### src/rtl/flags_cond.sv
// Architectural flags register with a one-entry condition-evaluation result stage,
// a sticky overflow flag and a saturating overflow-event counter.
module flags_cond (
   input  logic       clk,
   input  logic       rst_n,
   input  logic       upd_valid,
   input  logic [4:0] upd_flags,
   input  logic       cond_valid,
   input  logic [3:0] cond_code,
   output logic       cond_ready,
   output logic       res_valid,
   output logic       res_taken,
   input  logic       res_ready,
   output logic [4:0] flags_q,
   output logic       sticky_ov,
   input  logic       clr_sticky,
   output logic [7:0] ov_count
);

   // flag bit positions within {C, V, P, S, Z}
   localparam int unsigned FZ = 0;
   localparam int unsigned FS = 1;
   localparam int unsigned FP = 2;
   localparam int unsigned FV = 3;
   localparam int unsigned FC = 4;

   logic [4:0] flags_d;
   logic       res_valid_q, res_valid_d;
   logic       res_taken_q, res_taken_d;
   logic       sticky_q, sticky_d;
   logic [7:0] ov_count_q, ov_count_d;

   logic [4:0] eval_flags;
   logic       cond_hit;
   logic       accept;
   logic       ov_evt;

   function automatic logic cond_eval(input logic [3:0] code, input logic [4:0] f);
      logic z, s, p, v, c;
      z = f[FZ];
      s = f[FS];
      p = f[FP];
      v = f[FV];
      c = f[FC];
      case (code)
         4'h0:    cond_eval = z;
         4'h1:    cond_eval = !z;
         4'h2:    cond_eval = c;
         4'h3:    cond_eval = !c;
         4'h4:    cond_eval = s;
         4'h5:    cond_eval = !s;
         4'h6:    cond_eval = v;
         4'h7:    cond_eval = !v;
         4'h8:    cond_eval = c & !z;
         4'h9:    cond_eval = !c | z;
         4'hA:    cond_eval = (s == v);
         4'hB:    cond_eval = (s != v);
         4'hC:    cond_eval = !z & (s == v);
         4'hD:    cond_eval = z | (s != v);
         4'hE:    cond_eval = p;
         default: cond_eval = 1'b1;
      endcase
   endfunction

   assign cond_ready = !res_valid_q | res_ready;
   assign accept     = cond_valid & cond_ready;
   assign ov_evt     = upd_valid & upd_flags[FV];

   // same-cycle flag updates are visible to the evaluation
   assign eval_flags = upd_valid ? upd_flags : flags_q;
   assign cond_hit   = cond_eval(cond_code, eval_flags);

   always_comb begin
      flags_d     = flags_q;
      res_valid_d = res_valid_q;
      res_taken_d = res_taken_q;
      sticky_d    = sticky_q;
      ov_count_d  = ov_count_q;

      if (upd_valid)
         flags_d = upd_flags;

      if (accept) begin
         res_valid_d = 1'b1;
         res_taken_d = cond_hit;
      end else if (res_ready) begin
         res_valid_d = 1'b0;
      end

      if (ov_evt)
         sticky_d = 1'b1;
      else if (clr_sticky)
         sticky_d = 1'b0;

      // a clear coinciding with an event restarts the count at one
      if (clr_sticky)
         ov_count_d = {7'd0, ov_evt};
      else if (ov_evt && ov_count_q != 8'hFF)
         ov_count_d = ov_count_q + 8'd1;
   end

   always_ff @(posedge clk or negedge rst_n) begin
      if (!rst_n) begin
         flags_q     <= '0;
         res_valid_q <= 1'b0;
         res_taken_q <= 1'b0;
         sticky_q    <= 1'b0;
         ov_count_q  <= '0;
      end else begin
         flags_q     <= flags_d;
         res_valid_q <= res_valid_d;
         res_taken_q <= res_taken_d;
         sticky_q    <= sticky_d;
         ov_count_q  <= ov_count_d;
      end
   end

   assign res_valid = res_valid_q;
   assign res_taken = res_taken_q;
   assign sticky_ov = sticky_q;
   assign ov_count  = ov_count_q;

endmodule

### config.mk
export PLATFORM = sky130hd
export DESIGN_NAME = flags_cond
export DESIGN_NICKNAME = d
export VERILOG_FILES = /design/src/rtl/flags_cond.sv
export SDC_FILE = /design/constraint.sdc
export NUM_CORES = 1
export LEC_CHECK = 0
export ABC_AREA = 1
export CAP_MARGIN = 25
export CELL_PAD_IN_SITES_DETAIL_PLACEMENT = 1
export CELL_PAD_IN_SITES_GLOBAL_PLACEMENT = 1
export CORE_AREA = 10 10 66 68
export CTS_BUF_LIST = sky130_fd_sc_hd__clkbuf_8
export CTS_CLUSTER_DIAMETER = 30
export CTS_CLUSTER_SIZE = 10
export DETAILED_ROUTE_END_ITERATION = 10
export DIE_AREA = 0 0 76 78
export PLACE_DENSITY_LB_ADDON = 0.15
export SETUP_SLACK_MARGIN = 0.02
export SYNTH_ARGS = -nofsm -noshare
export SYNTH_HDL_FRONTEND = slang
export SYNTH_SLANG_ARGS = --single-unit
export TNS_END_PERCENT = 1
### constraint.sdc
create_clock -name clk -period 3.8 [get_ports clk]
set_input_delay 0.57 -clock clk [delete_from_list [all_inputs] [get_ports clk]]
set_output_delay 0.57 -clock clk [all_outputs]
set_load 0.01 [all_outputs]
**Word-level counts from Yosys, hierarchy flattened**

Index checks and enable logic that the tools add are counted.

- Logic and storage cells: 48
- Input bits: 15
- Bits in registers: 16

- Bitwise operators: 7
- $add $sub $neg: 1
- Equal/unequal tests: 17
- Reductions and logical operators: 10
- Multiplexer cells: 8

Operators by type and width:

| kind | number |
|---|---|
| $eq A4 B4 Y1 const B | 7 |
| $eq A4 B3 Y1 const B | 4 |
| $mux W8 | 2 |
| $pmux W1 S15 | 1 |
| $add A8 B1 Y8 const B | 1 |
| $eq A4 B2 Y1 const B | 2 |
| $ne A8 B8 Y1 const B | 1 |
| $reduce_bool A2 Y1 | 3 |
| $logic_not A1 Y1 | 5 |
| $mux W5 | 1 |
| $and A1 B1 Y1 | 4 |
| $eq A4 B1 Y1 const B | 1 |
| $logic_not A4 Y1 | 1 |
| $mux W1 | 4 |
| $or A1 B1 Y1 | 3 |
| $eq A1 B1 Y1 | 1 |
| $logic_and A1 B1 Y1 | 1 |
| $ne A1 B1 Y1 | 1 |

**Depth between registers and ports, before layout**

- Word-level depth: 4
- Depth in mapped cells: 13

**Worst setup path after synthesis**

OpenSTA, ideal clock, no wires.

- Path kind: input-to-reg
- Start point: input port upd_valid
- End point: register res_taken_q (netlist: res_taken)
- Setup slack: 2.341 ns
- Data arrival time: 1.343 ns
- Required time: 3.684 ns
- Stages: 11
- Cell sequence: buf_6 > nand2_4 > inv_4 > nor2_2 > nand2_1 > nand3_1 > nand3_1 > nor2_1 > nand2_1 > nand2_1 > nand2_1

- Cells in the longest elaborated chain, start to end: 4
- Elaborated cells on any way between the ends: 12
- Classes of those cells: eq/ne (2); mux (2); bitwise (4); reduce/logical (4)

RTL lines:

| item | line | source |
|---|---|---|
| start: declaration | 6 | `input logic upd_valid,` |
| $mux W5 (*) | -- |  |
| $ne A1 B1 Y1 (tied with other cells) | 57, 59 |  |
| $or A1 B1 Y1 (tied with other cells) | 59 | `4'hD: cond_eval = z \| (s != v);` |
| $pmux W1 S15 (*) | 45 | `case (code)` |
| end signal: assignment | 112 | `res_taken_q <= res_taken_d;` |
| end: declaration | 29 | `logic res_taken_q, res_taken_d;` |

Every way passes the cells marked *; elsewhere a longest branch is shown, timed or not.
A chain may end at the register's enable or synchronous reset.

**Worst setup path in the final report**

- Start point: input port res_ready
- End point: output port cond_ready

- Cells in the longest elaborated chain, start to end: 1

RTL lines:

| item | line | source |
|---|---|---|
| start: declaration | 13 | `input logic res_ready,` |
| $or A1 B1 Y1 | 65 | `assign cond_ready = !res_valid_q \| res_ready;` |
| end: declaration | 10 | `output logic cond_ready,` |

Every way passes these cells.

==> implementation parameters <==
Parameter                              Value

Status
  Status    complete, no violations

Clocking
  # hold bufs at CTS    0
  Clk slew on worst S/H paths    0.06 ns
  Clock latency reported for the late side of the worst-skew pair    0.25 ns
  Clock tree from TritonCTS    built
  CTS root buffer    clkbuf_8
  Post-cts repair resize count    0
  Sinks on the clock net    16
  CTS H-tree lvls    1
  Post CTS Setup Buffer Count    0
  TritonCTS Buffers    3
  Bufs on Longest Clock Path    2

STA
  Worst clock skew    0.003897 ns
  Sum of negative setup slack    0 ns
  Relative slew margins    0.4928
  Final clock period utilization by the worst path    0.5927
  Min setup slack post-route    1.548 ns
  Final critical-path required period    2.252 ns
  Final worst hold slack    0.4810 ns
  Slew Viols, Final    0
  FMAX    444.0 MHz
  RSZ-0062 raised after global routing    false
  Setup violation total in the final timing report    0
  Number of endpoints with negative hold slack in the final report    0
  Tightest Pin Transition    0.7584 ns

Pwr
  Peak supply drop    137.8 uV
  Total leakage power    0.0007409 uW
  Cell Pwr Density    297.3 nW/um^2

Detailed routing
  Detailed-route DRC error count    0
  Mean routed wirelength per cell    13.48 um
  Final antenna-violating net count    0
  Iteration-0 DRC Markers    69
  DRT Wirelength    3.195 mm
  Via count    1088
  Detailed Routing Iterations Pass 1    4
  DR vias/cell    4.591

Yosys
  Synth unique cells    19
  Area of the mapped netlist    1049 um^2
  Synth top area cells    dfrtp_1, nand2_1, inv_1
  Main combinational cell family by area after synthesis    simple AND/OR/NAND/NOR gates
  Post-synthesis share of cell area spent on full adders, half adders and majority gates    0.01193
  Xor/xnor share of the synthesized area    0
  Synth Instances    158
  Synth top area share    0.3819
  Proportion of synthesized chip area in sequential cells    0.3819
  Warnings from Yosys    0
  Library cell occupying the most area in the post-synthesis netlist    dfrtp_1
  Number of nets in the synthesized netlist    174
  Syn_area_per_cell    6.636 um^2
  Post-synthesis register bit count    16
  Fraction of the mapped netlist area in simple logic gates    0.4439
  Proportion of synthesized area in mux cells    0
  Post-synthesis compound-gate area fraction    0.05489

Placed design
  Detailed-placement wirelength estimate    2.708 mm
  Global placer's final weighted congestion    0.8479
  Area of placed instances    1405 um^2
  Worst setup slack after placement    1.486 ns
  Number of port buffers    31

GRT
  Layer with the highest usage after global routing    met2
  Met3 track demand over resource in global routing    0.03226
  Global-route track usage on met2    0.1862
  Largest net degree at the start of global routing    17
  Antenna violations before repair    0
  All-layer global routing usage    0.1137
  Number of global-route vias before repair    1193
  Grt total ovfl    0
  Global-route wire length before repair    5.754 mm
  GR met1 Demand/Resource    0.1449

Worst setup path
  CP required    3.23 ns
  Critical path capture point type    primary output
  CP Max Fanout    3
  Crit start category    input pin
  Startpoint-to-endpoint class of the critical path    input pin to primary output
  Data arrival time of the critical path    1.68 ns

Cells and area
  Non-Filler Cell Area, Final    1446 um^2
  Post-layout nets    209
  Post-synthesis to final-layout area growth    37.95%
  Share of the core filled with cells in the final layout    0.4549
  Register Area    400.4 um^2
  Filler Cell Count    428
  Antenna fix cells    0
  Layout cell share with drive strength beyond 1    0.1099
  Area used by multi-input combinational logic    535.5 um^2

Floorplanning
  I/O pins    32
  Die Height    78 um
  Core Region    3179 um^2
  Die Area    5928 um^2
  Initial core utilization    0.3298
  Row count    21
  Horizontal die dimension    76 um

Job
  Max_cap viols    0

Worst hold path
  Class of the most critical hold timing path    flop to flop
synth_stat cells:
| library cell | count |
|---|---|
| a21oi_1 | 5 |
| inv_2 | 1 |
| buf_6 | 1 |
| nor3_1 | 2 |
| nor2_1 | 17 |
| inv_1 | 22 |
| o211ai_1 | 1 |
| nor2_2 | 3 |
| o21ai_0 | 4 |
| nand3_2 | 2 |
| inv_4 | 1 |
| nand2_4 | 2 |
| nand3_1 | 14 |
| nand2_2 | 8 |
| inv_6 | 1 |
| ha_1 | 1 |
| nand2_1 | 56 |
| o21ai_1 | 1 |
| dfrtp_1 | 16 |
worst paths after layout:
| path | cells after the start | end | startpoint | slack (ns) |
|---|---|---|---|---|
| worst max register to register | 9 | ov_count[7] | ov_count[0] | 2.22 |
| worst min register to register | 2 | sticky_ov | sticky_ov | 0.48 |
| worst min-delay path | 2 | sticky_ov | sticky_ov | 0.48 |
| min in group asynchronous | 1 | ov_count[2] | rst_n | 0.77 |
| max in group asynchronous | 1 | flags_q[3] | rst_n | 2.56 |
| worst max-delay path | 4 | cond_ready | res_ready | 1.55 |
per-stage QoR:
stage,std cells,total power (uW)
4_1_cts,237,436.1
6_report,237,430.0
2_1_floorplan,158,246.7
3_3_place_gp,234,304.1
3_5_place_dp,234,306.3
5_1_grt,237,459.3
registers in the layout (all words and copies together) (netlist names):
| name | cells |
|---|---|
| ov_count | 8 |
| res_taken | 1 |
| flags_q | 5 |
| sticky_ov | 1 |
| res_valid | 1 |
layer usage:
layer / up-vias / wire length (um)
li1: 551 / -
met1: 515 / 1640
met2: 20 / 1449
met3: 2 / 95
met4: 0 / 9
met5: - / 0
report_power, final:
group / internal [uW] / switching [uW]
Clock: 70.2 / 58.2
Combinational: 51.3 / 59.2
Sequential: 182 / 9.55
Total: 303 / 127
kinds of logic after synthesis:
group                    after synthesis
AO/OA/AOI/OAI                         11
flip-flops                            16
adder cells (fa/ha/maj)                1
buffers and inverters                 26
AND/OR/NAND/NOR                      104
worst max-delay path: stages:
cell,delay (ns)
clkdlybuf4s50_1,0.45
inv_1,0.03
nand2_1,0.08
clkdlybuf4s50_1,0.54
cell usage in the layout (no fill, tap or decap), types with 3 or more instances in the layout:
| cell | instances |
|---|---|
| nand2_2 | 8 |
| nor2_2 | 3 |
| dfrtp_1 | 16 |
| o21ai_0 | 4 |
| inv_1 | 22 |
| nand3_1 | 14 |
| nor2_1 | 17 |
| clkbuf_8 | 3 |
| clkdlybuf4s50_1 | 31 |
| a21oi_1 | 5 |
| nand2_1 | 56 |
area by class of cell:
cell class | count | share of cell area
repair buffers | 31 | 0.2145
well taps | 46 | 0.03979
clock buffers | 3 | 0.02855
multi-input cells | 116 | 0.3702
inverters | 25 | 0.07007
flip-flops and latches | 16 | 0.2768
No activity file was read; power rests on OpenSTA's default activity.
